--- src/rtl/div_clk_tick_rx_if.sv ---
// Divided-clock receive bus: incoming divided clock plus the recovered ticks,
// half-period measurement and lock status.
interface div_clk_tick_rx_if #(
  parameter int CNT_W = 8
);
  logic             div_clk_in;
  logic             tick_rise;
  logic             tick_fall;
  logic [CNT_W-1:0] half_period;
  logic             locked;
  logic             lost;
  logic [7:0]       err_cnt;

  modport master (
    output div_clk_in,
    input  tick_rise, tick_fall, half_period, locked, lost, err_cnt
  );

  modport slave (
    input  div_clk_in,
    output tick_rise, tick_fall, half_period, locked, lost, err_cnt
  );
endinterface

--- src/rtl/div_clk_tick_rx.sv ---
// Divided-clock receiver: synchronise, tick on edges, measure half-period, track lock.
// Optional macro DIV_TICK_GATE_EN: ticks only pass while the FSM is LOCKED.
module div_clk_tick_rx #(
  parameter int SYNC_STAGES = 2,
  parameter int EXP_HALF    = 5,
  parameter int TOL         = 1,
  parameter int LOCK_COUNT  = 4,
  parameter int CNT_W       = 8
) (
  input  logic             clk_in,
  input  logic             rst_in,
  div_clk_tick_rx_if.slave bus
);
  typedef enum logic [1:0] {SEARCH, ACQUIRE, LOCKED, LOST} state_e;

  localparam int GOOD_W = $clog2(LOCK_COUNT + 1);
  localparam logic [CNT_W-1:0]  CNT_MAX = '1;
  localparam logic [CNT_W-1:0]  LO_LIM  = CNT_W'(EXP_HALF - TOL);
  localparam logic [CNT_W-1:0]  HI_LIM  = CNT_W'(EXP_HALF + TOL);
  localparam logic [CNT_W-1:0]  TMO     = CNT_W'(2 * (EXP_HALF + TOL));
  localparam logic [GOOD_W-1:0] GOOD_LK = GOOD_W'(LOCK_COUNT);

  logic [SYNC_STAGES-1:0] sync_q, sync_d;
  logic                   hist_q, hist_d;
  logic                   det_rise_q, det_rise_d, det_fall_q, det_fall_d;
  logic [CNT_W-1:0]       cnt_q, cnt_d;
  state_e                 state_q, state_d;
  logic [GOOD_W-1:0]      good_q, good_d;
  logic [CNT_W-1:0]       half_period_q, half_period_d;
  logic [7:0]             err_cnt_q, err_cnt_d;
  logic                   locked_q, locked_d, lost_q, lost_d;
  logic                   tick_rise_q, tick_rise_d, tick_fall_q, tick_fall_d;

  logic             edge_det, in_range, gate_ok;
  logic [CNT_W:0]   interval;
  logic [CNT_W-1:0] iv_sat;

  always_comb begin
    sync_d     = {sync_q[SYNC_STAGES-2:0], bus.div_clk_in};
    hist_d     = sync_q[SYNC_STAGES-1];
    det_rise_d = sync_q[SYNC_STAGES-1] & ~hist_q;
    det_fall_d = ~sync_q[SYNC_STAGES-1] & hist_q;

    // The registered edge flags mark the detection cycle used by counter and FSM.
    edge_det = det_rise_q | det_fall_q;
    interval = {1'b0, cnt_q} + (CNT_W+1)'(1);
    iv_sat   = interval[CNT_W] ? CNT_MAX : interval[CNT_W-1:0];
    in_range = (iv_sat >= LO_LIM) && (iv_sat <= HI_LIM);

    if (edge_det)              cnt_d = '0;
    else if (cnt_q == CNT_MAX) cnt_d = cnt_q;
    else                       cnt_d = cnt_q + CNT_W'(1);

`ifdef DIV_TICK_GATE_EN
    gate_ok = (state_q == LOCKED);
`else
    gate_ok = 1'b1;
`endif
    tick_rise_d = det_rise_q & gate_ok;
    tick_fall_d = det_fall_q & gate_ok;
    locked_d    = (state_q == LOCKED);
    lost_d      = (state_q == LOST);
  end

  always_comb begin
    state_d       = state_q;
    good_d        = good_q;
    half_period_d = half_period_q;
    err_cnt_d     = err_cnt_q;
    if (edge_det) begin
      unique case (state_q)
        SEARCH, LOST: begin
          // Edge after no reference: its interval is meaningless.
          state_d = ACQUIRE;
          good_d  = '0;
        end
        ACQUIRE: begin
          half_period_d = iv_sat;
          if (in_range) begin
            good_d = good_q + GOOD_W'(1);
            if (good_q + GOOD_W'(1) == GOOD_LK) state_d = LOCKED;
          end else begin
            good_d = '0;
          end
        end
        LOCKED: begin
          half_period_d = iv_sat;
          if (!in_range) begin
            if (err_cnt_q != 8'hFF) err_cnt_d = err_cnt_q + 8'd1;
            state_d = ACQUIRE;
            good_d  = '0;
          end
        end
        default: state_d = SEARCH;
      endcase
    end else if ((state_q == ACQUIRE || state_q == LOCKED) && cnt_q == TMO) begin
      state_d = LOST;
    end
  end

  always_ff @(posedge clk_in) begin
    if (!rst_in) begin
      sync_q        <= '0;
      hist_q        <= 1'b0;
      det_rise_q    <= 1'b0;
      det_fall_q    <= 1'b0;
      cnt_q         <= '0;
      state_q       <= SEARCH;
      good_q        <= '0;
      half_period_q <= '0;
      err_cnt_q     <= '0;
      locked_q      <= 1'b0;
      lost_q        <= 1'b0;
      tick_rise_q   <= 1'b0;
      tick_fall_q   <= 1'b0;
    end else begin
      sync_q        <= sync_d;
      hist_q        <= hist_d;
      det_rise_q    <= det_rise_d;
      det_fall_q    <= det_fall_d;
      cnt_q         <= cnt_d;
      state_q       <= state_d;
      good_q        <= good_d;
      half_period_q <= half_period_d;
      err_cnt_q     <= err_cnt_d;
      locked_q      <= locked_d;
      lost_q        <= lost_d;
      tick_rise_q   <= tick_rise_d;
      tick_fall_q   <= tick_fall_d;
    end
  end

  assign bus.tick_rise   = tick_rise_q;
  assign bus.tick_fall   = tick_fall_q;
  assign bus.half_period = half_period_q;
  assign bus.locked      = locked_q;
  assign bus.lost        = lost_q;
  assign bus.err_cnt     = err_cnt_q;
endmodule

--- src/flat_wrapper.sv ---
// flat-port wrapper written by rule: the top's interface ports become plain ports
module div_clk_tick_rx_flat 
#(
  parameter int SYNC_STAGES = 2,
  parameter int EXP_HALF    = 5,
  parameter int TOL         = 1,
  parameter int LOCK_COUNT  = 4,
  parameter int CNT_W       = 8
)
  (clk_in, rst_in, bus_div_clk_in, bus_tick_rise, bus_tick_fall, bus_half_period, bus_locked, bus_lost, bus_err_cnt);
  div_clk_tick_rx_if #(.CNT_W(CNT_W)) bus_i ();
  input  logic clk_in;
  input  logic rst_in;
  input wire logic [$bits(bus_i.div_clk_in)-1:0] bus_div_clk_in;
  output wire logic [$bits(bus_i.tick_rise)-1:0] bus_tick_rise;
  output wire logic [$bits(bus_i.tick_fall)-1:0] bus_tick_fall;
  output wire logic [$bits(bus_i.half_period)-1:0] bus_half_period;
  output wire logic [$bits(bus_i.locked)-1:0] bus_locked;
  output wire logic [$bits(bus_i.lost)-1:0] bus_lost;
  output wire logic [$bits(bus_i.err_cnt)-1:0] bus_err_cnt;
  assign bus_i.div_clk_in = bus_div_clk_in;
  assign bus_tick_rise = bus_i.tick_rise;
  assign bus_tick_fall = bus_i.tick_fall;
  assign bus_half_period = bus_i.half_period;
  assign bus_locked = bus_i.locked;
  assign bus_lost = bus_i.lost;
  assign bus_err_cnt = bus_i.err_cnt;
  div_clk_tick_rx #(.SYNC_STAGES(SYNC_STAGES), .EXP_HALF(EXP_HALF), .TOL(TOL), .LOCK_COUNT(LOCK_COUNT), .CNT_W(CNT_W)) u_core (.clk_in(clk_in), .rst_in(rst_in), .bus(bus_i));
endmodule
--- config.mk ---
export PLATFORM = sky130hd
export DESIGN_NAME = div_clk_tick_rx_flat
export DESIGN_NICKNAME = d
export VERILOG_FILES = /design/src/rtl/div_clk_tick_rx_if.sv /design/src/rtl/div_clk_tick_rx.sv /design/src/flat_wrapper.sv
export SDC_FILE = /design/constraint.sdc
export NUM_CORES = 1
export LEC_CHECK = 0
export BUFFER_PORTS_ARGS = -buffer_cell sky130_fd_sc_hd__buf_4
export CORE_MARGIN = 10
export CORE_UTILIZATION = 49
export CTS_CLUSTER_DIAMETER = 120
export DETAILED_ROUTE_END_ITERATION = 10
export GPL_TIMING_DRIVEN = 0
export PLACE_DENSITY = 0.71
export SLEW_MARGIN = 20
export SYNTH_ARGS = -nofsm -noshare
export SYNTH_HDL_FRONTEND = slang
export SYNTH_SLANG_ARGS = --single-unit
--- constraint.sdc ---
create_clock -name clk_in -period 2.4 [get_ports clk_in]
set_clock_uncertainty 0.2 [all_clocks]
set_input_delay 0.12 -clock clk_in [delete_from_list [all_inputs] [get_ports clk_in]]
set_output_delay 0.12 -clock clk_in [all_outputs]
set_load 0.02 [all_outputs]
==> summary.txt, run 1 <==
Status
  – Outcome: finished clean

Critical path
  – CP Cell Sequence: inv_1 > ha_4 > a221oi_2 > o211a_4 > buf_6 > clkbuf_4 > a21oi_1 > a211oi_2
  – Critical path's slowest cell: dfxtp_4
  – CP Class: reg2reg
  – CP arrival: 2290 ps
  – Critical Path Sink Type: flop
  – Worst EP required: 2480 ps
  – Max Fanout on Critical Path: 10
  – CP Launch Type: flop
  – CP max stage delay: 390 ps

STA
  – Max Slew Vio Count: 0
  – Period utilisation layout: 0.923
  – Worst setup margin: 184 ps
  – Final worst path period need: 2220 ps
  – Final setup violation count: 0
  – Fin Setup TNS: 0 ps
  – Max_slew headroom: 0.659
  – Maximum clock rate: 451 MHz
  – RSZ-0062 raised after global routing: no
  – Worst-margin pin slew: 507 ps
  – Final hold viol count: 0

Synthesis
  – Synth Register Bits: 38
  – Gate Count Post-Synth: 198
  – Synth Warn #: 0
  – Post-Synthesis Cell Area: 1780 um^2
  – Ys flop type: dfxtp_1
  – Sequential area share after synthesis: 0.428
  – Mean Syn Cell Area: 8.98 um^2
  – Synthesized net count: 209
  – Asr flop ratio synth: 0
  – Yosys cell types: 43
  – EDFF count, synth: 0

Routing
  – Via density: 5.58
  – Final wirelength: 3.84 mm
  – Initial drt markers: 89
  – DRT Pass-1 Iters: 4
  – Avg WL per Cell: 13.9 um
  – Routed met2 length: 1.64 mm
  – Residual DRC count: 0
  – Routed vias: 1,540
  – Post-DRT Antenna Nets: 0
  – M1 WL: 1.79 mm
  – Met3 WL: 366 um
  – Top sig layer: met4

Clock network
  – Clk_lat worst skew: 350 ps
  – CTS tree: yes
  – Longest Clk Path Bufs: 2
  – # H-tree levels: 2
  – Root buf cell: clkbuf_4
  – Worst-path clk slew: 120 ps
  – TritonCTS buffer count: 5
  – Clock net sink count: 38
  – Post-CTS setup buffers: 0

GRT
  – Largest net degree at the start of global routing: 14
  – Gr ovfl total: 0
  – First-pass GRT wire length: 6.52 mm
  – Initial antenna violation count: 0
  – Vias in the first global route: 1,438
  – GRT Util Overall: 0.127

Job
  – Max Cap Viol: 0

Floorplanning
  – Core area: 3420 um^2
  – Site Rows: 21
  – # IOs: 23
  – Die width: 80.2 um
  – Initial core utilization: 0.521
  – Die area: 6440 um^2
  – Die H: 80.2 um

Final layout
  – Final net count: 240
  – Layout cells sized above 1: 0.217
  – Final cell count without fillers: 276
  – ANT cells: 0
  – Util after Layout: 0.627
  – Area growth syn-to-layout: 20.5%

Pwr
  – Worst VDD drop: 0.396 mV
  – Power consumption: 1.20 mW
  – LEAKAGE: 0.812 nW
  – Pwr dens: 559 nW/um^2

Place
  – Post-DP HPWL: 2.82 mm
  – Port-buffer cells: 22
  – Pre-CTS setup slack: -45.0 ps
  – DP Cell Count: 266
  – GPL Wtd Cong: 0.890

Hold path
  – Hold WC Path Type: reg2reg
==> cells by family (layout without fill, tap and decap cells) <==
group | count (synthesis) | count (layout) | share of synthesized area
compound gates | 51 | 51 | 0.192
simple gates | 82 | 82 | 0.260
fa+ha+maj | 8 | 8 | 0.0563
buf+inv | 13 | 45 | 0.0324
flops | 38 | 38 | 0.428
mux | 2 | 2 | 0.0113
xor+xnor | 4 | 4 | 0.0197
==> routing by layer <==
metal	vias up	GRT usage
li1	788	-
met1	698	0.149
met2	48	0.186
met3	6	0.0690
met4	0	0.0546
met5	-	0
==> metrics by stage <==
step                hold WS [ps]  instance area, um^2
floorplan                   47.3                 1780
global placement             131                 2000
detailed placement           144                 2000
CTS                          225                 2110
global route                 242                 2140
finish                       227                 2140
==> worst max-delay path, delay by kind of cell, from the launching register on <==
family                     cells  cell delay [ps]
adders and majority gates      1              250
DFF                            1              390
AOI/OAI and AO/OA              4              790
buffers and inverters          3              510
==> repair_timing <==
item                                    4_1_cts  5_1_grt
hold endpoints to repair                     10        0
hold buffers                                  2        0
gates resized for setup                       3        6
endpoints found under the setup margin        1        5
pin swaps                                     0        1
==> worst paths after layout <==
path	startpoint	endpoint	slack, ps	cells after the start
max	u_core.cnt_q[0]	u_core.good_q[0]	180	8
min	u_core.hist_q	u_core.det_rise_q	230	1
max reg2reg	u_core.cnt_q[0]	u_core.good_q[0]	180	8
min reg2reg	u_core.hist_q	u_core.det_rise_q	230	1
==> power breakdown <==
group	switching [mW]	leakage [nW]	internal, mW
combinational	0.0568	0.466	0.0450
clock	0.221	0.0374	0.218
sequential	0.0142	0.308	0.642
total	0.292	0.812	0.905
==> layout by cell type (no fill, tap or decap), types with 4 or more instances in the layout <==
cell type,netlist,final
o21ai_1,4,4
clkbuf_4,0,6
o21ai_0,10,10
nor3_1,4,4
inv_1,6,6
a21oi_1,16,16
nand2_1,10,10
dfxtp_1,38,36
clkbuf_1,4,4
nor2_1,17,17
ha_1,8,5
o31ai_1,6,6
or4_1,6,6
nand3_1,12,12
buf_4,0,22
and2_1,12,12
==> flip-flops by register name (all words and copies together) (netlist names) <==
| register | flops |
|---|---|
| u_core.state_q | 2 |
| u_core.det_fall_q | 1 |
| u_core.hist_q | 1 |
| u_core.sync_q | 2 |
| u_core.bus.tick_fall | 1 |
| u_core.det_rise_q | 1 |
| u_core.cnt_q | 8 |
| u_core.bus.tick_rise | 1 |
| u_core.bus.err_cnt | 8 |
| u_core.bus.half_period | 8 |
| u_core.bus.locked | 1 |
| u_core.good_q | 3 |
| u_core.bus.lost | 1 |
==> synth_stat cells, types with 4 or more instances <==
library cell  instances  area share
o21ai_1               4       0.011
nor3_1                4       0.011
or4_1                 6       0.025
nand2_1              10       0.021
dfxtp_1              38        0.43
clkbuf_1              4      0.0084
nor2_1               17       0.036
a21oi_1              16       0.045
inv_1                 6       0.013
o21ai_0              10       0.028
and2_1               12       0.042
ha_1                  8       0.056
a211oi_1              4       0.017
nand3_1              12       0.034
o31ai_1               6       0.025
==> layout make-up <==
type | instances | area (um^2)
fillers | 304 | 1270
clock inverters | 3 | 45.0
clock buffers | 5 | 37.5
well taps | 46 | 57.6
multi-input cells | 147 | 992
repair buffers | 24 | 185
plain buffers | 6 | 33.8
flip-flops and latches | 38 | 766
inverters | 7 | 26.3
No activity file was read; power rests on OpenSTA's default activity.
==> inputs of run 2 (changes only) <==
Settings changed: ABC_AREA set to 1.
==> summary.txt, run 2 <==
STA
  – WHS: 212 ps (was 227 ps)
  – Final setup violation count: 0 (unchanged)
  – Max_slew headroom: 0.682 (was 0.659)
  – Max Slew Vio Count: 0 (unchanged)
  – Worst-margin pin slew: 477 ps (was 507 ps)
  – RSZ-0062 raised after global routing: no (unchanged)
  – Worst setup margin: 304 ps (was 184 ps)
  – Maximum clock rate: 477 MHz (was 451 MHz)
  – Final hold viol count: 0 (unchanged)
  – Period utilisation layout: 0.873 (was 0.923)
  – Fin Setup TNS: 0 ps (unchanged)
  – Final worst path period need: 2100 ps (was 2220 ps)

Final layout
  – Layout cells sized above 1: 0.205 (was 0.217)
  – Commonest non-fill, non-tap cell in the layout: nand2_1 (was dfxtp_1)
  – ANT cells: 0 (unchanged)
  – Design area: 2320 um^2 (was 2140 um^2)
  – Util after Layout: 0.620 (was 0.627)
  – Final net count: 303 (was 240)
  – Final cell count without fillers: 341 (was 276)
  – Area growth syn-to-layout: 19.4% (was 20.5%)
  – Commonest cells after routing, fill and taps aside: nand2_1, inv_1, dfxtp_1, nor2_1, buf_4 (was dfxtp_1, buf_4, nor2_1, a21oi_1)

Critical path
  – Flop2flop setup slack: 300 ps (was 180 ps)
  – CP arrival: 2080 ps (was 2290 ps)
  – Max Fanout on Critical Path: 8 (was 10)
  – Critical path's slowest cell: dfxtp_1 (was dfxtp_4)
  – CP max stage delay: 420 ps (was 390 ps)
  – Worst r2r path cells: 12 (was 8)
  – Worst EP required: 2380 ps (was 2480 ps)
  – CP Launch Type: flop (unchanged)
  – Critical Path Sink Type: flop (unchanged)
  – Reg2Reg Launch Point: u_core.cnt_q[0] (unchanged)
  – Reg-to-Reg End: u_core.bus.err_cnt[3] (was u_core.good_q[0])
  – CP bufs+invs: 2 (was 3)
  – CP Class: reg2reg (unchanged)
  – CP Cell Sequence: ha_1 > nand3_2 > inv_2 > nand2_2 > o21ai_1 > nor2_2 > nand3_4 > nand2_8 > inv_8 > nand2_4 > o21ai_2 > a21oi_2 (was inv_1 > ha_4 > a221oi_2 > o211a_4 > buf_6 > clkbuf_4 > a21oi_1 > a211oi_2)
  – Cell family with most CP delay: simple AND/OR/NAND/NOR gates (was compound AO/OA/AOI/OAI gates)

Routing
  – Post-DRT Antenna Nets: 0 (unchanged)
  – DRT Pass-1 Iters: 4 (unchanged)
  – Residual DRC count: 0 (unchanged)
  – Avg WL per Cell: 12.3 um (was 13.9 um)
  – Initial drt markers: 67 (was 89)
  – Routed vias: 1,704 (was 1,540)
  – Final wirelength: 4.19 mm (was 3.84 mm)
  – Via density: 5.00 (was 5.58)

Pwr
  – LEAKAGE: 1.12 nW (was 0.812 nW)
  – Worst VDD drop: 0.395 mV (was 0.396 mV)
  – Pwr dens: 606 nW/um^2 (was 559 nW/um^2)
  – Power consumption: 1.41 mW (was 1.20 mW)

Synthesis
  – Post-synth top cells: nand2_1, inv_1, dfxtp_1 (was dfxtp_1, nor2_1, a21oi_1)
  – Largest cells by area after synthesis: dfxtp_1, nand2_1, inv_1, nor2_1, ha_1 (was dfxtp_1, ha_1, a21oi_1, and2_1, nor2_1)
  – Area leader, netlist: dfxtp_1 (unchanged)
  – Synth Register Bits: 38 (unchanged)
  – Synthesized net count: 273 (was 209)
  – Most common cell in the synthesized netlist: nand2_1 (was dfxtp_1)
  – EDFF count, synth: 0 (unchanged)
  – Share of the synthesized area in the top cell type: 0.391 (was 0.428)
  – Synth Warn #: 0 (unchanged)
  – Sequential area share after synthesis: 0.391 (was 0.428)
  – Synth Area in XOR/XNOR: 0.00901 (was 0.0197)
  – Mux share of post-synthesis cell area: 0 (was 0.0113)
  – Ys flop type: dfxtp_1 (unchanged)
  – Mean Syn Cell Area: 7.42 um^2 (was 8.98 um^2)
  – Gate Count Post-Synth: 262 (was 198)
  – Post-Synthesis Cell Area: 1940 um^2 (was 1780 um^2)
  – Largest family of logic cells by synthesized area: simple AND/OR/NAND/NOR gates (unchanged)
  – Post-synthesis adder-cell area fraction: 0.0515 (was 0.0563)
  – Simple-gate share of the synthesized area: 0.317 (was 0.260)
  – Yosys cell types: 34 (was 43)
  – Post-synthesis compound-gate area fraction: 0.123 (was 0.192)
  – Asr flop ratio synth: 0 (unchanged)

GRT
  – Largest net degree at the start of global routing: 14 (unchanged)
  – Gr ovfl total: 0 (unchanged)
  – Vias in the first global route: 1,624 (was 1,438)
  – First-pass GRT wire length: 7.40 mm (was 6.52 mm)
  – GRT Util Overall: 0.123 (was 0.127)
  – Initial antenna violation count: 0 (unchanged)

Floorplanning
  – Initial core utilization: 0.519 (was 0.521)
  – Die width: 83.0 um (was 80.2 um)
  – # IOs: 23 (unchanged)
  – Core area: 3740 um^2 (was 3420 um^2)
  – Die area: 6890 um^2 (was 6440 um^2)
  – Die H: 83.0 um (was 80.2 um)
  – Site Rows: 22 (was 21)

Clock network
  – Clock net sink count: 38 (unchanged)
  – Longest Clk Path Bufs: 2 (unchanged)
  – TritonCTS buffer count: 5 (unchanged)
  – # H-tree levels: 2 (unchanged)
  – CTS tree: yes (unchanged)
  – Root buf cell: clkbuf_8 (was clkbuf_4)
  – Worst-path clk slew: 80 ps (was 120 ps)
  – Clk_lat worst skew: 280 ps (was 350 ps)
  – Post-CTS setup buffers: 0 (unchanged)

Place
  – Port-buffer cells: 21 (was 22)
  – Post-DP HPWL: 3.23 mm (was 2.82 mm)
  – Dpl cell area: 2160 um^2 (was 2000 um^2)
  – GPL Wtd Cong: 0.918 (was 0.890)
  – Pre-CTS setup slack: 189 ps (was -45.0 ps)
  – DP Cell Count: 331 (was 266)

Hold path
  – Min-Delay Path Depth: 1 (unchanged)
  – Hold WC Path Type: reg2reg (unchanged)
  – Hold path endpoint: u_core.det_rise_q (unchanged)
  – Worst Min Path Start: u_core.hist_q (unchanged)

Job
  – Max Cap Viol: 0 (unchanged)

Status
  – Outcome: finished clean (unchanged)
==> run 2: cell count changes in the layout (fill, tap and decap cells not counted), moves of 7 or more <==
cell	before	now
nor2_1	17	27
a21oi_1	16	9
nand2_1	10	47
and2_1	12	0
inv_1	6	46
==> run 2: layout make-up <==
cell class / count / area, um^2
clock inverters: 3 / 68.8
well taps: 48 / 60.1
repair buffers: 23 / 178
fillers: 366 / 1420
flip-flops and latches: 38 / 761
clock buffers: 5 / 68.8
multi-input cells: 171 / 975
inverters: 48 / 188
plain buffers: 5 / 23.8
==> run 2: worst max path at each step <==
stage	from	end	slack, ps	depth (start not counted)
finish	u_core.cnt_q[0]	u_core.bus.err_cnt[3]	300	12
global route	u_core.cnt_q[1]	u_core.good_q[2]	120	10
CTS	u_core.state_q[0]	u_core.bus.half_period[3]	170	7
detailed placement	u_core.state_q[0]	u_core.bus.half_period[4]	190	7
global placement	u_core.state_q[0]	u_core.bus.half_period[3]	190	7
floorplan	u_core.cnt_q[0]	u_core.bus.err_cnt[0]	540	10
==> run 2: routing by layer <==
| metal | part of all wire | global-route usage | wire [um] | up-vias |
|---|---|---|---|---|
| met3 | 0.048 | 0.0332 | 202 | 4 |
| met4 | 0.0081 | 0.0385 | 34 | 0 |
| met2 | 0.48 | 0.205 | 2000 | 32 |
| met1 | 0.47 | 0.148 | 1960 | 766 |
| li1 | - | - | - | 902 |
| met5 | 0 | 0 | 0 | - |
==> run 2: repair_timing <==
action,in CTS,in global routing
resized for setup,0,1
hold buffers,2,0
setup endpoints to repair,0,2
endpoints found under the hold margin,7,0
==> run 2: power by group <==
part           leakage (nW)  internal (mW)  total, mW  switching, mW
Sequential            0.308          0.644      0.656         0.0125
Combinational         0.746         0.0373      0.104         0.0671
Clock                0.0683          0.416      0.646          0.229
Total                  1.12           1.10       1.41          0.309
==> run 2: kinds of logic after synthesis <==
family                   Yosys count
buffers and inverters             53
flip-flops                        38
AO/OA/AOI/OAI                     39
XOR/XNOR                           2
AND/OR/NAND/NOR                  122
adder cells (fa/ha/maj)            8
